`src/rtl/morse_pkg.sv`:
```
// morse_pkg: shared state encoding, ROM pattern fields and Morse unit lengths for the keyer
package morse_pkg;

    typedef enum logic [2:0] {
        S_IDLE,
        S_FETCH,
        S_CAPTURE,
        S_MARK,
        S_GAP,
        S_CHAR_GAP,
        S_WORD_GAP
    } state_t;

    localparam int CNT_MSB = 7;
    localparam int CNT_LSB = 5;
    localparam int EL_MSB = 4;
    localparam logic [2:0] MAX_ELEMS = 3'd5;

    localparam logic [2:0] DOT = 3'd1;
    localparam logic [2:0] DASH = 3'd3;
    localparam logic [2:0] EL_GAP = 3'd1;
    localparam logic [2:0] CHAR_GAP = 3'd3;
    localparam logic [2:0] WORD_GAP = 3'd7;

    // element count field, with the unused codes 6 and 7 clamped to the 5 element bits available
    function automatic logic [2:0] elem_count(input logic [7:0] pat);
        return (pat[CNT_MSB:CNT_LSB] > MAX_ELEMS) ? MAX_ELEMS : pat[CNT_MSB:CNT_LSB];
    endfunction

endpackage

```
`src/rtl/morse_unit_timer.sv`:
```
// morse_unit_timer: free-running unit prescaler, held at zero by i_clear, ticks once per UNIT_CYCLES clocks
module morse_unit_timer #(
    parameter int UNIT_CYCLES = 6_000_000
) (
    input  logic clk,
    input  logic reset,
    input  logic i_clear,
    output logic o_unit_tick
);

    localparam int W = $clog2(UNIT_CYCLES);
    localparam logic [W-1:0] LAST = W'(UNIT_CYCLES - 1);

    logic [W-1:0] r_cnt;

    assign o_unit_tick = (r_cnt == LAST);

    // count 0..UNIT_CYCLES-1; clearing aligns every interval to its entry edge
    always_ff @(posedge clk) begin
        if (reset || i_clear) r_cnt <= '0;
        else r_cnt <= o_unit_tick ? '0 : r_cnt + 1'b1;
    end

endmodule

```
`src/rtl/morse_keyer.sv`:
```
// morse_keyer: accepts a character, looks it up in the Morse ROM and keys it out with standard timing.
// Optional sidetone square wave on tone_out when SIDETONE_EN is defined.
module morse_keyer
    import morse_pkg::*;
#(
    parameter int UNIT_CYCLES = 6_000_000,
    parameter int TONE_DIV = 100_000
) (
    input  logic       clk,
    input  logic       reset,
    input  logic [7:0] char_in,
    input  logic       char_valid,
    output logic       char_ready,
    output logic [7:0] rom_addr,
    input  logic [7:0] rom_data,
    output logic       key_out,
    output logic       tone_out,
    output logic       busy,
    output logic       done
);

    state_t     r_state;
    logic [7:0] r_addr;
    logic [4:0] r_pat;
    logic [2:0] r_left;
    logic [2:0] r_units;
    logic       r_key;
    logic       r_done;
    logic       w_tick;
    logic       w_clr;
    logic       w_last;
    logic [2:0] w_len;

    assign char_ready = (r_state == S_IDLE);
    assign busy = ~char_ready;
    assign rom_addr = r_addr;
    assign key_out = r_key;
    assign done = r_done;

    // prescaler only runs in the timed states so each interval starts on a fresh unit
    assign w_clr = (r_state == S_IDLE) || (r_state == S_FETCH) || (r_state == S_CAPTURE);

    // length in units of the interval currently being timed; MSB of the pattern is the current element
    assign w_len = (r_state == S_MARK) ? (r_pat[EL_MSB] ? DASH : DOT) :
                   (r_state == S_GAP) ? EL_GAP :
                   (r_state == S_CHAR_GAP) ? CHAR_GAP : WORD_GAP;
    assign w_last = w_tick && (r_units == w_len - 3'd1);

    morse_unit_timer #(.UNIT_CYCLES(UNIT_CYCLES)) u_timer (
        .clk        (clk),
        .reset      (reset),
        .i_clear    (w_clr),
        .o_unit_tick(w_tick)
    );

    // handshake, ROM fetch, element sequencing; key follows MARK one clock later
    always_ff @(posedge clk) begin
        if (reset) begin
            r_state <= S_IDLE;
            r_addr  <= 8'd0;
            r_pat   <= 5'd0;
            r_left  <= 3'd0;
            r_units <= 3'd0;
            r_key   <= 1'b0;
            r_done  <= 1'b0;
        end else begin
            r_key  <= (r_state == S_MARK);
            r_done <= 1'b0;
            if (w_tick) r_units <= w_last ? 3'd0 : r_units + 3'd1;
            case (r_state)
                S_IDLE: if (char_valid) begin
                    r_addr  <= char_in;
                    r_state <= S_FETCH;
                end
                S_FETCH: r_state <= S_CAPTURE;
                S_CAPTURE: begin
                    r_pat   <= rom_data[EL_MSB:0];
                    r_left  <= elem_count(rom_data);
                    r_state <= (elem_count(rom_data) == 3'd0) ? S_WORD_GAP : S_MARK;
                end
                S_MARK: if (w_last) begin
                    r_pat   <= {r_pat[EL_MSB-1:0], 1'b0};
                    r_left  <= r_left - 3'd1;
                    r_state <= (r_left > 3'd1) ? S_GAP : S_CHAR_GAP;
                end
                S_GAP: if (w_last) r_state <= S_MARK;
                default: if (w_last) begin
                    r_state <= S_IDLE;
                    r_done  <= 1'b1;
                end
            endcase
        end
    end

`ifdef SIDETONE_EN
    localparam int TW = (TONE_DIV > 1) ? $clog2(TONE_DIV) : 1;

    logic [TW-1:0] r_tdiv;
    logic          r_tone;

    assign tone_out = r_tone & r_key;

    // square wave while keyed; divider and phase restart whenever the key is up
    always_ff @(posedge clk) begin
        if (reset || !r_key) begin
            r_tdiv <= '0;
            r_tone <= 1'b0;
        end else if (r_tdiv == TW'(TONE_DIV - 1)) begin
            r_tdiv <= '0;
            r_tone <= ~r_tone;
        end else begin
            r_tdiv <= r_tdiv + 1'b1;
        end
    end
`else
    // no sidetone: constant low
    assign tone_out = (TONE_DIV < 0);
`endif

endmodule

```
`config.mk`:
```
export PLATFORM = sky130hd
export DESIGN_NAME = morse_keyer
export DESIGN_NICKNAME = d
export VERILOG_FILES = /design/src/rtl/morse_pkg.sv /design/src/rtl/morse_unit_timer.sv /design/src/rtl/morse_keyer.sv
export SDC_FILE = /design/constraint.sdc
export NUM_CORES = 1
export LEC_CHECK = 0
export ABC_AREA = 1
export CAP_MARGIN = 40
export CORE_UTILIZATION = 45
export DETAILED_ROUTE_END_ITERATION = 10
export PLACE_DENSITY = 0.74
export SYNTH_ARGS = -nofsm -noshare
export SYNTH_HDL_FRONTEND = slang
export SYNTH_SLANG_ARGS = --single-unit
```
`constraint.sdc`:
```
create_clock -name clk -period 1.9 [get_ports clk]
set_input_delay 0.285 -clock clk [delete_from_list [all_inputs] [get_ports clk]]
set_output_delay 0.285 -clock clk [all_outputs]
set_load 0.01 [all_outputs]
```
; Word level (Yosys, flattened, before mapping)
; Cells that the tools add are included.
[word_totals]
regBits = 47
latchBits = 0
ramBits = 0
romBits = 0
output_inout_bits = 13
word_cells = 56
n_memories = 0
[op_classes]
addsub = 4
mul = 0
div = 0
order_cmp = 2
n_eq_ne = 10
n_shift = 0
mux = 18
n_bitwise = 1
n_reduce_logical = 13
[op_table]
columns = operator, count
row1 = two-way mux 3 bit, 11
row2 = "adder 23 x 1 -> 23 bit, second input constant", 1
row3 = "equality test 23 bit, second input constant", 1
row4 = one-hot mux 3 bit (5 select lines), 1
row5 = one-hot mux 5 bit (2 select lines), 1
row6 = "equality test 3 x 2 -> 1 bit, second input constant", 2
row7 = "equality test 3 bit, second input constant", 2
row8 = zero test 3 bit, 2
row9 = "!= test 2 bit, second input constant", 3
row10 = one-hot mux 3 bit (2 select lines), 1
row11 = OR reduction 6 bit, 1
row12 = "subtractor 3 x 1 -> 3 bit, second input constant", 2
row13 = two-way mux 5 bit, 1
row14 = AND reduction 2 bit, 2
row15 = AND reduction 4 bit, 1
row16 = nonzero test 4 bit, 1
row17 = "adder 3 x 1 -> 3 bit, second input constant", 1
row18 = "equality test 3 x 1 -> 1 bit, second input constant", 1
row19 = equality test 3 bit, 1
row20 = "> comparator 3 x 1 -> 1 bit, second input constant", 1
row21 = "> comparator 3 bit, second input constant", 1
row22 = logical OR 1 bit, 3
row23 = two-way mux 1 bit, 2
row24 = two-way mux 2 bit, 1
row25 = other kinds (4), 4

; Depth between registers and ports, before layout
; Gate-level depths: netlist of the first run.
[logic_depth]
word_depth = 9
mapped_depth = 12
depth_no_buf = 11

; Modules after synthesis
; From an unflattened synthesis of the first run, not the netlist that was laid out.
[unflattened]
cells_unflattened = 387
hier_area_um2 = 2621.3
[modules_own_cells]
columns = module, instances, cells_each, area_each_um2, seq_area_each_um2
row1 = morse_unit_timer, 1, 202, 1335.0, 460.4
row2 = morse_keyer, 1, 185, 1286.2, 480.5

; Worst setup path after synthesis of the first run
; Ideal clock, no wire load.
[synth_timing]
path_kind = register to register
start = reg u_timer.r_cnt[0]
end = reg u_timer.r_cnt[14]
setup_ns = 0.112
arrival_ns = 1.465
required_time_ns = 1.788
path_slack_ns = 0.323
stages_incl_launch_ff = 11
period_less_slack_ns = 1.577
cell_sequence = dfxtp_1 -> ha_1 -> nand3_2 -> nor2_1 -> nand2_1 -> nor2_4 -> inv_2 -> nand2_1 -> buf_4 -> buf_6 -> nor2_1
[synth_via]
elab_chain_cells = 2
word_cells_on_any_way = 3
[synth_rtl]
columns = element, line
row1 = "start, declared", morse_unit_timer.sv:14  ; logic [W-1:0] r_cnt;
row2 = "start signal, assigned", morse_unit_timer.sv:21  ; else r_cnt <= o_unit_tick ? '0 : r_cnt + 1'b1;
row3 = "parallel branches: the longest is 2 deep, another holds adder 23 x 1 -> 23 bit", --
; Parallel ways; which one is timed is not known.
; A chain may end at the register's enable or synchronous reset.

; Worst setup path after layout of the first run
[layout_timing]
start = reg u_timer.r_cnt[0]
end = reg u_timer.r_cnt[22]
; The elaborated chain is that of the path after synthesis.

==> results.json, run 1 <==
{
  "rrSetupSlack_ns": 0.15,
  "r2r-start": "u_timer.r_cnt[0]",
  "antenna_found_initial": 0,
  "p_seq_share_pct": 42.4,
  "fin_nets": 435,
  "synth-main-ff-cell": "dfxtp_1",
  "hold_start": "rom_addr[5]",
  "placementRows": 26,
  "critical-path-max-stage-delay_ns": 0.38,
  "syn_to_final_growth_pct": 19.1,
  "clock_skew_ns": 0.00203,
  "power.share.switching_pct": 34.6,
  "dp.cells": 474,
  "syn_area_mm2": 0.00253,
  "drt-total-wl_um": 5320,
  "status": "finished clean",
  "clkPwrFrac_pct": 22.9,
  "rsz0062_at_grt": "yes",
  "timing.final.crit_share_pct": 91.9,
  "drt_iter0_drc": 192,
  "critPathKind": "reg2reg",
  "synth.distinct_cells": 28,
  "cp_num_buf_inv": 1,
  "p_sw_uw": 988,
  "worstPathRequired_ns": 2.10,
  "fmax_mhz": 572,
  "gp_congestion": 0.867,
  "postPlaceCellArea_mm2": 0.00287,
  "leakagePower_nw": 1.17,
  "async_flop_share_pct": 0,
  "synth.top_cells.by_count": "nand2_1, nor2_1, dfxtp_1",
  "hp-class": "reg2reg",
  "stdcell_count": 483,
  "slew_violations": 0,
  "syn-num-nets": 404,
  "cpMostUsedCell": "nand2_1",
  "ir_worst_vdd_v": 0.000444,
  "grt_pass1_vias": 2088,
  "die_x_um": 77.0,
  "core_mm2": 0.00527,
  "yosysSeqAreaShare_pct": 37.2,
  "netlist_top_cells_area": "dfxtp_1, nand2_1, nand3_1",
  "synth_edf_count": 0,
  "synth-seq-cells": 47,
  "critPathCaptureType": "flop",
  "vias": 2419,
  "p_int_mw": 1.87,
  "vias_per_cell": 5.01,
  "cts_sinks": 47,
  "wire_per_inst_um": 11.0,
  "overflow": 0,
  "min_to": "rom_addr[5]",
  "hold_viol_final": 0,
  "diodes": 0,
  "cts_root_buf": "clkbuf_8",
  "crit_slowest_cell": "dfxtp_1",
  "drive_gt1_share_pct": 9.20,
  "path_cells": "ha_1 -> nand3_2 -> inv_1 -> nand2_1 -> nor2_1 -> nand2_1 -> nor3_1 -> a21oi_1 -> o21a_1",
  "powerDensity_mw_per_mm2": 949,
  "cp.arrival_ns": 1.95,
  "crit_path_max_fanout": 4,
  "ios": 32,
  "cts_made_buffers": 5,
  "yosysTopAreaCellShare_pct": 37.2,
  "clk_path_buf_depth": 2,
  "clk_pin_slew_ns": 0.08,
  "initial_core_util_pct": 48.0,
  "cts_tree": "built",
  "r2r_end": "u_timer.r_cnt[22]",
  "dp_hpwl_um": 3850,
  "finish.instance_area_mm2": 0.00301,
  "grt_max_degree": 16,
  "cp_top_family": "simple AND/OR/NAND/NOR gates",
  "cts_hold_buf": 0,
  "yosys_warnings": 0,
  "period_needed_ns": 1.75,
  "synth.most_common_cell": "nand2_1",
  "grt_usage_pct": 18.7,
  "power_frac_comb_pct": 34.8,
  "first_pass_iters": 4,
  "portBuffers": 30,
  "setup_violations": 0,
  "max_cap_viol_count": 0,
  "rr_worst_depth": 9,
  "htree_levels": 2,
  "yosysTopAreaCell": "dfxtp_1",
  "avgSynthCellArea_um2": 6.64,
  "hold_path_depth": 2,
  "postSynthCellCount": 381,
  "die_y_um": 77.0,
  "cp-start-kind": "flop",
  "drc": 0,
  "grt_pass1_wl_um": 9130,
  "detail-route-antenna-nets": 0,
  "worst_skew_pair.late_latency_ns": 0.30,
  "die_area_mm2": 0.00592
}
[placed cells by master (no fill, tap or decap), drive strengths merged, types with 6 or more instances in the layout]
cell           instances
a21oi                 32
nor3                  13
nand2                 90
clkbuf                 8
nand4                  6
inv                   45
dfxtp                 47
nor2                  57
nand3                 44
o21ai                 12
xor2                   6
clkdlybuf4s50         28
[worst register-to-register path, cell delays in order (launching register included)]
cell	delay [ns]
dfxtp_1	0.38
ha_1	0.21
nand3_2	0.13
inv_1	0.13
nand2_1	0.08
nor2_1	0.13
nand2_1	0.12
nor3_1	0.26
a21oi_1	0.11
o21a_1	0.11
[logic make-up (layout without fill, tap and decap cells)]
logic type | after synthesis | in the layout | synth area share [%]
adder cells (fa/ha/maj) | 4 | 4 | 1.98
other | 1 | 1 | 0.148
XOR/XNOR | 10 | 10 | 3.46
AND/OR/NAND/NOR | 216 | 217 | 38.0
AO/OA/AOI/OAI | 46 | 46 | 9.25
buffers and inverters | 57 | 88 | 9.99
flip-flops | 47 | 47 | 37.2
[worst max-delay path by stage]
stage	depth (start not counted)	slack [ns]	end	start
after floorplan	10	0.32	u_timer.r_cnt[14]	u_timer.r_cnt[0]
after global placement	10	0.19	r_state[2]	u_timer.r_cnt[0]
final	9	0.15	u_timer.r_cnt[22]	u_timer.r_cnt[0]
after CTS	5	0.01	busy	r_state[0]
after global routing	10	-0.005	u_timer.r_cnt[16]	u_timer.r_cnt[0]
after detailed placement	10	0.14	r_state[2]	u_timer.r_cnt[0]
[metal layers]
layer  global-route usage, %  vias to the layer above  routed length [um]
met4                    6.92                        0                  92
met3                    3.33                        9                 282
li1                        -                     1279                   -
met1                    25.1                     1054                2620
met2                    29.8                       77                2330
met5                       0                        -                   0
[stage by stage]
step	utilization [%]	power (mW)	setup WS (ns)	TNS (ns)	hold slack, ns
after floorplan	-	1.91	0.323	0	0.354
after global placement	54.5	2.17	0.188	0	0.445
after detailed placement	54.5	2.19	0.142	0	0.455
after CTS	56.4	2.85	0.0146	0	0.466
after global routing	57.1	3.07	-0.00542	-0.00542	0.482
final	57.1	2.86	0.153	0	0.464
[registers in the layout, indices dropped and copies added (netlist names)]
name and flops:
done 1, key_out 1, r_left 3, r_pat 5, u_timer.r_cnt 23, r_units 3
rom_addr 8, r_state 3
[layout make-up]
cell class	count	area, um2
well taps	70	87.6
multi-input cells	278	1370
inverters	45	169
repair buffers	35	343
flip-flops and latches	47	945
clock buffers	8	100
fillers	521	2260
[power by group through the flow]
stage               registers [mW]  clock network, mW  logic [mW]
detailed placement            1.22                  0       0.968
floorplan                     1.21                  0       0.698
CTS                           1.20              0.669       0.977
global placement              1.22                  0       0.955
finish                        1.21              0.654       0.994
global route                  1.22              0.706        1.14
[repair_timing]
action	4_1_cts	5_1_grt
pin swaps	0	1
resized for setup	2	9
gates cloned	0	1
setup buffers	0	0
setup endpoints to repair	2	28
Power figures use the tool's default switching activity.
==> run 2, diff against run 1 <==
ABC_AREA = unset   (was 1)
PLACE_DENSITY = 0.75   (was 0.74)
==> run 2 against run 1 <==
  * Routed wire length shrank 10%
  * Highest routed layer unchanged
  * First-iteration DRC count shrank 68%
  * Clock skew grew 0.0037 ns
  * The flow now finishes with violations (negative setup slack)
  * Clock power shrank 4.6%
  * Synthesized cell count shrank 29%
  * Largest power group is now combinational logic
  * Worst hold slack lost 0.0055 ns
  * Non-clock buffer count grew 24
==> results.json, run 2 <==
{
  "status": "complete, but fails checks",
  "violations": "negative setup slack",
  "slew_violations": 0,
  "fin_nets": 346,
  "syn_to_final_growth_pct": 31.5,
  "syn-num-nets": 293,
  "synth.top_cells.by_count": "dfxtp_1, nor2_1, nand2_1",
  "gp_congestion": 0.819,
  "htree_levels": 2,
  "setup_violations": 1,
  "regMostFlops": "u_timer.r_cnt",
  "cts_tree": "built",
  "synth.most_common_cell": "dfxtp_1",
  "finalSetupTns_ns": -0.00889,
  "r2r-start": "r_state[1]",
  "postSynthCellCount": 270,
  "async_flop_share_pct": 0,
  "grt_max_degree": 17,
  "powerDensity_mw_per_mm2": 1090,
  "dp_hpwl_um": 3380,
  "synth-main-ff-cell": "dfxtp_1",
  "grt_pass1_wl_um": 7650,
  "cts_hold_buf": 0,
  "synth_edf_count": 0,
  "ir_worst_vdd_v": 0.000723,
  "p_sw_mw": 1.21,
  "worst_skew_pair.late_latency_ns": 0.31,
  "portBuffers": 30,
  "first_pass_iters": 4,
  "cts_made_buffers": 5,
  "final_common_cell": "dfxtp_1",
  "r2r_end": "r_state[2]",
  "largest_reg_flops": 23,
  "clk_pin_slew_ns": 0.09,
  "rsz0062_at_grt": "yes",
  "p_int_mw": 2.13,
  "max_slew.worst_pin.slew_ns": 0.495,
  "worstPathRequired_ns": 2.10,
  "max_cap_viol_count": 0,
  "leakagePower_nw": 1.11,
  "syn_area_mm2": 0.00232,
  "yosysTopAreaCellShare_pct": 40.5,
  "clkPwrFrac_pct": 18.7,
  "slew_headroom_pct": 66.5,
  "fin_ws_ns": -0.00889,
  "timing.final.crit_share_pct": 100,
  "hold_viol_final": 0,
  "vias_per_cell": 4.96,
  "wire_per_inst_um": 12.2,
  "initial_core_util_pct": 47.9,
  "overflow": 0,
  "dp.cells": 380,
  "die_y_um": 73.8,
  "cp.arrival_ns": 2.11,
  "clock_skew_ns": 0.00569,
  "finish.instance_area_mm2": 0.00305,
  "core_mm2": 0.00485,
  "clk_path_buf_depth": 2,
  "diodes": 0,
  "power.share.switching_pct": 36.3,
  "post-place-ws_ns": -0.0118,
  "ios": 32,
  "die_area_mm2": 0.00545,
  "netlist_top_cells_area": "dfxtp_1, nor2_1, nand2_1",
  "layout_common_cells": "dfxtp_1, nor2_1, nand2_1, clkdlybuf4s50_1, buf_4",
  "critPathCaptureType": "flop",
  "utilization_pct": 63.0,
  "drive_gt1_share_pct": 21.3,
  "yosysSeqAreaShare_pct": 40.5,
  "cts_sinks": 47,
  "drt_iter0_drc": 61,
  "postPlaceCellArea_mm2": 0.00285,
  "critPathLaunch": "r_state[1]",
  "rrSetupSlack_ns": -0.009,
  "crit_path_max_fanout": 6,
  "avgSynthCellArea_um2": 8.60,
  "hp-class": "reg2reg",
  "power_frac_comb_pct": 43.0,
  "vias": 1939,
  "antenna_found_initial": 0,
  "detail-route-antenna-nets": 0,
  "grt_usage_pct": 18.5,
  "hold_ws_ns": 0.458,
  "drc": 0,
  "cts_root_buf": "clkbuf_8",
  "grt_pass1_vias": 1764,
  "cp-start-kind": "flop",
  "crit_end": "r_state[2]",
  "p_seq_share_pct": 38.3,
  "yosysTopAreaCell": "dfxtp_1",
  "critPathKind": "reg2reg",
  "p_total_mw": 3.34,
  "period_needed_ns": 1.91,
  "rr_worst_depth": 7,
  "placementRows": 25,
  "die_x_um": 73.8,
  "stdcell_count": 391,
  "synth-seq-cells": 47,
  "yosys_warnings": 0,
  "drt-total-wl_um": 4770,
  "synth.distinct_cells": 54,
  "fmax_mhz": 524
}
==> run 2: cell types whose count changed in the layout (fill, tap and decap cells not counted), sizes merged, moves of 8 or more <==
cell / change
a21oi: -14
buf: +24
inv: -33
nand2: -57
nand3: -36
nor2: -15
xnor2: +8
==> run 2: how the worst min path moves through the flow <==
stage	start	endpoint	depth (start not counted)
floorplan	char_in[0]	rom_addr[0]	2
global placement	rom_addr[2]	rom_addr[2]	2
detailed placement	rom_addr[0]	rom_addr[0]	2
CTS	rom_addr[0]	rom_addr[0]	2
global route	rom_addr[0]	rom_addr[0]	2
finish	rom_addr[0]	rom_addr[0]	2
==> run 2: cells by family (layout without fill, tap and decap cells) <==
kind of cell	count (synthesis)	count (layout)	share of synthesized area, %
DFF	47	47	40.5
and+or+nand+nor	128	128	28.2
buffers and inverters	24	78	4.96
AOI/OAI and AO/OA	41	41	14.2
muxes	5	5	2.21
other	1	1	0.162
adders and majority gates	4	4	2.16
xor gates and xnor gates	20	20	7.55
==> run 2: metal layers <==
layer | global-route usage (%) | vias up | part of all wire [%]
li1 | - | 1022 | -
met1 | 23.9 | 878 | 50
met2 | 28.8 | 35 | 45
met3 | 4.25 | 4 | 3.5
met4 | 8.97 | 0 | 0.88
met5 | 0 | - | 0
==> run 2: power groups by stage <==
stage | combinational (mW) | sequential [mW] | clock [mW]
6_report | 1.43 | 1.28 | 0.624
5_1_grt | 1.57 | 1.30 | 0.676
2_1_floorplan | 0.887 | 1.26 | 0
3_5_place_dp | 1.34 | 1.28 | 0
4_1_cts | 1.34 | 1.26 | 0.650
3_3_place_gp | 1.32 | 1.27 | 0
==> run 2: worst max-delay path, cell delays in order, from the launching register on <==
cell,delay [ns]
dfxtp_2,0.37
buf_4,0.16
nor3b_2,0.22
or3_4,0.18
o2111ai_4,0.14
buf_4,0.19
o21bai_1,0.19
mux2_2,0.35
==> run 2: cell type report <==
cell class | count | area, um2
Inverter | 11 | 41.3
Clock buffer | 5 | 68.8
Multi-Input combinational cell | 199 | 1350
Timing Repair Buffer | 59 | 544
Clock inverter | 3 | 22.5
Sequential cell | 47 | 947
Tap cell | 67 | 83.8
Fill cell | 428 | 1800
==> run 2: what timing repair did <==
action	in CTS	in global routing
endpoints found under the hold margin	0	0
gates cloned	0	0
pin swaps	1	1
resized for setup	7	18
setup endpoints to repair	10	37
buffers inserted	1	2
